<file path="src/rtl/sram_port_arbiter_pkg.sv">
// Shared types for the SRAM port arbiter.
// FSM state encoding and strobe-width helper.
package sram_port_arbiter_pkg;

  typedef enum logic [2:0] {
    ST_IDLE   = 3'd0,
    ST_D_ADDR = 3'd1,
    ST_D_WAIT = 3'd2,
    ST_I_ADDR = 3'd3,
    ST_I_WAIT = 3'd4
  } arbState_t;

  function automatic int strbW(int dataW);
    return dataW / 8;
  endfunction

endpackage

</file>
<file path="src/rtl/sram_port_arbiter_slot.sv">
// Per-requester completion slot: done/discard flags and the
// rdata holding register that stays stable while the pipe is frozen.
//  clk/rst   clock, async active-high reset
//  active    this requester owns the in-flight bus transaction
//  respond   bus response for this requester this cycle
//  capture   response carries read data (loads/fetches)
//  clear     pipeline advanced; release the held result
//  flush     drop any in-flight result for this requester
//  rdataIn   bus read data
//  done      result available for the current request
//  rdata     held read data
module sram_port_arbiter_slot #(
  parameter int DATA_W = 32
) (
  input  logic              clk,
  input  logic              rst,
  input  logic              active,
  input  logic              respond,
  input  logic              capture,
  input  logic              clear,
  input  logic              flush,
  input  logic [DATA_W-1:0] rdataIn,
  output logic              done,
  output logic [DATA_W-1:0] rdata
);

  logic discard;
  logic drop;
  logic accept;

  // A flush arriving with the response drops it too.
  assign drop   = discard | (flush & active);
  assign accept = respond & ~drop;

  always_ff @(posedge clk or posedge rst) begin
    if (rst) begin
      done    <= 1'b0;
      discard <= 1'b0;
    end else begin
      // Setting wins over a same-cycle clear.
      if (accept)
        done <= 1'b1;
      else if (clear | flush)
        done <= 1'b0;

      if (respond)
        discard <= 1'b0;
      else if (flush & active)
        discard <= 1'b1;
    end
  end

  always_ff @(posedge clk or posedge rst) begin
    if (rst)
      rdata <= '0;
    else if (accept & capture)
      rdata <= rdataIn;
  end

endmodule

</file>
<file path="src/rtl/sram_port_arbiter.sv">
// Shares one SRAM-like bus between instruction fetch and data access.
// Data has priority; one transaction outstanding; per-side stalls.
//  inst_*   fetch side: request level, address, held word, stall
//  data_*   M-stage side: request, wr, strobe, addr, wdata, held word, stall
//  pipe_adv pipeline advances (releases held results)
//  flush    discard in-flight fetch result
//  mem_*    bus request/address phase outputs and response inputs
module sram_port_arbiter
  import sram_port_arbiter_pkg::*;
#(
  parameter int ADDR_W = 32,
  parameter int DATA_W = 32
) (
  input  logic                      clk,
  input  logic                      rst,
  input  logic                      inst_req,
  input  logic [ADDR_W-1:0]         inst_addr,
  output logic [DATA_W-1:0]         inst_rdata,
  output logic                      inst_stall,
  input  logic                      data_req,
  input  logic                      data_wr,
  input  logic [strbW(DATA_W)-1:0]  data_wstrb,
  input  logic [ADDR_W-1:0]         data_addr,
  input  logic [DATA_W-1:0]         data_wdata,
  output logic [DATA_W-1:0]         data_rdata,
  output logic                      data_stall,
  input  logic                      pipe_adv,
  input  logic                      flush,
  output logic                      mem_req,
  output logic                      mem_wr,
  output logic [strbW(DATA_W)-1:0]  mem_wstrb,
  output logic [ADDR_W-1:0]         mem_addr,
  output logic [DATA_W-1:0]         mem_wdata,
  input  logic                      mem_addr_ok,
  input  logic                      mem_data_ok,
  input  logic [DATA_W-1:0]         mem_rdata
);

  localparam int STRB_W = strbW(DATA_W);

  arbState_t state;
  arbState_t stateNext;

  logic              dDone;
  logic              iDone;
  logic              startD;
  logic              startI;
  logic              isAddr;
  logic              dResp;
  logic              iResp;
  logic              iActive;
  logic [ADDR_W-1:0] addrQ;
  logic              wrQ;
  logic [STRB_W-1:0] strbQ;
  logic [DATA_W-1:0] wdataQ;

  assign startD = (state == ST_IDLE) & data_req & ~dDone;
  // Never start a fetch on a flush cycle: inst_addr may be stale.
  assign startI = (state == ST_IDLE) & ~startD & inst_req
                & ~iDone & ~flush;

  always_ff @(posedge clk or posedge rst) begin
    if (rst)
      state <= ST_IDLE;
    else
      state <= stateNext;
  end

  always_comb begin
    stateNext = state;
    unique case (state)
      ST_IDLE: begin
        if (startD)
          stateNext = ST_D_ADDR;
        else if (startI)
          stateNext = ST_I_ADDR;
      end
      ST_D_ADDR: if (mem_addr_ok) stateNext = ST_D_WAIT;
      ST_D_WAIT: if (mem_data_ok) stateNext = ST_IDLE;
      ST_I_ADDR: if (mem_addr_ok) stateNext = ST_I_WAIT;
      ST_I_WAIT: if (mem_data_ok) stateNext = ST_IDLE;
      default:   stateNext = ST_IDLE;
    endcase
  end

  always_comb begin
    isAddr  = 1'b0;
    dResp   = 1'b0;
    iResp   = 1'b0;
    iActive = 1'b0;
    unique case (state)
      ST_D_ADDR: isAddr = 1'b1;
      ST_D_WAIT: dResp  = mem_data_ok;
      ST_I_ADDR: begin
        isAddr  = 1'b1;
        iActive = 1'b1;
      end
      ST_I_WAIT: begin
        iResp   = mem_data_ok;
        iActive = 1'b1;
      end
      default: ;
    endcase
  end

  // Bus fields are latched on entry so they stay stable
  // across any number of address-phase wait cycles.
  always_ff @(posedge clk or posedge rst) begin
    if (rst) begin
      addrQ  <= '0;
      wrQ    <= 1'b0;
      strbQ  <= '0;
      wdataQ <= '0;
    end else if (startD) begin
      addrQ  <= data_addr;
      wrQ    <= data_wr;
      strbQ  <= data_wr ? data_wstrb : '0;
      wdataQ <= data_wdata;
    end else if (startI) begin
      addrQ  <= inst_addr;
      wrQ    <= 1'b0;
      strbQ  <= '0;
      wdataQ <= '0;
    end
  end

  assign mem_req   = isAddr;
  assign mem_wr    = isAddr & wrQ;
  assign mem_wstrb = isAddr ? strbQ : '0;
  assign mem_addr  = addrQ;
  assign mem_wdata = wdataQ;

  sram_port_arbiter_slot #(.DATA_W(DATA_W)) uDataSlot (
    .clk     (clk),
    .rst     (rst),
    .active  (1'b0),
    .respond (dResp),
    .capture (~wrQ),
    .clear   (pipe_adv),
    .flush   (1'b0),
    .rdataIn (mem_rdata),
    .done    (dDone),
    .rdata   (data_rdata)
  );

  sram_port_arbiter_slot #(.DATA_W(DATA_W)) uInstSlot (
    .clk     (clk),
    .rst     (rst),
    .active  (iActive),
    .respond (iResp),
    .capture (1'b1),
    .clear   (pipe_adv),
    .flush   (flush),
    .rdataIn (mem_rdata),
    .done    (iDone),
    .rdata   (inst_rdata)
  );

  assign data_stall = data_req & ~dDone;
  // Fetch is frozen while the M stage is stalled.
  assign inst_stall = (inst_req & ~iDone) | data_stall;

endmodule

</file>
<file path="config.mk">
export PLATFORM = sky130hd
export DESIGN_NAME = sram_port_arbiter
export DESIGN_NICKNAME = d
export VERILOG_FILES = /design/src/rtl/sram_port_arbiter_pkg.sv /design/src/rtl/sram_port_arbiter_slot.sv /design/src/rtl/sram_port_arbiter.sv
export SDC_FILE = /design/constraint.sdc
export NUM_CORES = 1
export LEC_CHECK = 0
export CORE_AREA = 2 2 156 158
export CTS_BUF_LIST = sky130_fd_sc_hd__clkbuf_8
export DETAILED_ROUTE_END_ITERATION = 10
export DIE_AREA = 0 0 158 160
export DONT_BUFFER_PORTS = 1
export PLACE_DENSITY_LB_ADDON = 0.05
export SKIP_LAST_GASP = 1
export SLEW_MARGIN = 40
export SYNTH_ARGS = -nofsm -noshare
export SYNTH_HDL_FRONTEND = slang
export SYNTH_SLANG_ARGS = --single-unit
</file>
<file path="constraint.sdc">
create_clock -name clk -period 4.39 [get_ports clk]
set_input_delay 0.439 -clock clk [delete_from_list [all_inputs] [get_ports clk]]
set_output_delay 0.439 -clock clk [all_outputs]
set_load 0.005 [all_outputs]
</file>
==> qor.yml <==
ctsHtreeMaxLevel: 4
stdcell_count: 709
numPortBuffers: 0
placed_cells: 676
critPathArrivalTime_ps: 1840
holdWs_ps: 93.2
hp-class: "in2reg"
cts_tree: "yes"
place_area_um2: 6070
grt_overflow: 0
fmax_ghz: 0.439
dr.pass1.iters: 4
viasPerCell: 4.42
synthMuxAreaShare_pct: 24.9
antenna_found_initial: 0
setup_tns_ps: 0
met1Wirelength_um: 4800
top_layer: "met4"
worst_pin_slew_ps: 730
grt_pass1_wl_um: 20400
die_y_um: 160
core_um2: 23800
cp-end-kind: "output pin"
syn_to_final_growth_pct: 11.7
power_mw: 4.28
route.detailed.wl_per_inst_um: 19.5
grt_pass1_vias: 3269
drc_errors: 0
synth_enable_flop_cells: 0
synth_xor_area_share_pct: 0.151
detail-route-antenna-nets: 0
max-vdd-ir-drop_uv: 159
drv_slew: 0
grt_max_degree: 104
die_x_um: 158
startpoint_type: "flip-flop"
synthesis.nets: 509
clk_latency_ps: 440
synth_top_family_by_area: "multiplexers"
route.met2.wl_um: 7190
design_area_um2: 6470
finalCritPeriodShare_pct: 51.9
start_util_pct: 24.3
min_period_ps: 2280
drtIter0Drc: 96
p_leak_nw: 2.86
fin_worst_skew_ps: 9.83
synth_area_um2: 5790
yosysUniqueCellTypes: 30
rrSetupSlack_ps: 2370
maxCapViolCount: 0
vias: 3132
clk_pin_slew_ps: 80
rsz0062_at_grt: "false"
synth_compound_area_share_pct: 7.09
synthFlopType: "dfrtp_1"
synth_cells: 368
synthAdderAreaFrac_pct: 0
antenna_cells: 0
cts.sinks: 139
place.gp.congestion: 0.701
track_usage_pct: 10.9
maxSlewHeadroom_pct: 51.2
dieArea_um2: 25300
nets: 513
synthSimpleGateAreaFrac_pct: 3.37
io_pins: 277
setup_violations: 0
cts_inserted_buffers: 17
clock_tree.buffer_depth: 2
cts_resized: 0
drive_gt1_share_pct: 43.6
hold_viol_final: 0
status: "complete, no violations"
path_max_fanout: 9
wl_um: 13800
ctsRootBufferMaster: "clkbuf_8"
powerDensity_nw_per_um2: 662
ys_warn_count: 0
core.rowCount: 57
synth-seq-area-share_pct: 60.1
worstSetupPathType: "reg2out"
routed-wl-met3_um: 1620
async_flop_share_pct: 100
synth.avg_cell_area_um2: 15.7
synth-seq-cells: 139
worstPathRequired_ps: 3950
hpwl_um: 9640
[final timing paths]
path	from	end	cells past startpoint
worst min register to register	strbQ[2]	strbQ[2]	1
worst max-delay path	state[0]	mem_wr	2
min in group asynchronous	rst	uDataSlot.rdata[25]	2
max in group asynchronous	rst	mem_wdata[0]	3
worst max register to register	state[1]	uInstSlot.rdata[2]	3
worst min-delay path	pipe_adv	uDataSlot.done	1
[stage by stage]
step	util, %	setup WS, ps
5_1_grt	27.2	1920
3_3_place_gp	25.2	2090
3_5_place_dp	25.5	2310
2_1_floorplan	-	226
4_1_cts	27.1	2030
6_report	27.2	2110
[synthesized netlist by cell type, drive strengths merged (2+ instances only)]
master,n,area [um^2]
inv,5,18.8
nor2,4,30.0
a22o,33,289
a32o,4,40.0
and2,6,37.5
o21ai,6,41.3
a21oi,2,10.0
a31oi,2,12.5
dfrtp,139,3480
mux2,128,1440
nand2b,2,20.0
buf,24,238
nand2,3,11.3
[placed cells by master (no fill, tap or decap), types with 2 or more instances in the layout]
cell and instances:
dfrtp_1 139, and2_1 5, nor2_4 2, inv_6 2
o21ai_0 5, nand2_1 3, clkinv_2 4, inv_1 5
clkbuf_8 17, a21oi_1 2, buf_4 4, mux2_2 119
mux2_1 9, a32o_1 4, nor2_1 2, bufinv_16 2
buf_8 3, a31oi_1 2, clkinv_4 4, a22o_1 33
[repair_timing]
item,in CTS,in global routing
hold endpoints to repair,23,0
hold buffers,1,0
setup buffers,0,0
[kinds of logic after synthesis]
| group | Yosys count |
|---|---|
| muxes | 128 |
| DFF | 139 |
| xor gates and xnor gates | 1 |
| and+or+nand+nor | 22 |
| buffers and inverters | 29 |
| AOI/OAI and AO/OA | 49 |
[where the power goes]
part / total, mW / leakage [nW] / switching, mW / internal [mW]
Sequential: 2.18 / 1.75 / 0.420 / 1.76
Clock: 1.03 / 0.208 / 0.522 / 0.507
Combinational: 1.08 / 0.901 / 0.445 / 0.631
Total: 4.28 / 2.86 / 1.39 / 2.90
[cell type report]
class                   count  area, um^2
clock buffers              17         234
flip-flops and latches    139        3480
multi-input cells         200        2060
fillers                  2462       17400
repair buffers              9         113
clock inverters            15         151
inverters                   5        31.3
well taps                 324         405
[metal layers]
layer  vias up  global-route usage, %
li1       1338                      -
met1      1617                   11.4
met2       166                   18.6
met3        11                   5.86
met4         0                   3.69
met5         -                      0
[registers in the layout, summed over array words and instances (netlist names)]
name / cells
uDataSlot.done: 1
mem_addr: 32
state: 3
strbQ: 4
uInstSlot.rdata: 32
mem_wdata: 32
uInstSlot.done: 1
uDataSlot.rdata: 32
wrQ: 1
uInstSlot.discard: 1
[critical path, stage by stage (launching register included)]
cell     delay [ps]
dfrtp_1         560
nor2b_1         560
and2_1          280
Note: power is estimated with default switching activity, not from simulation.
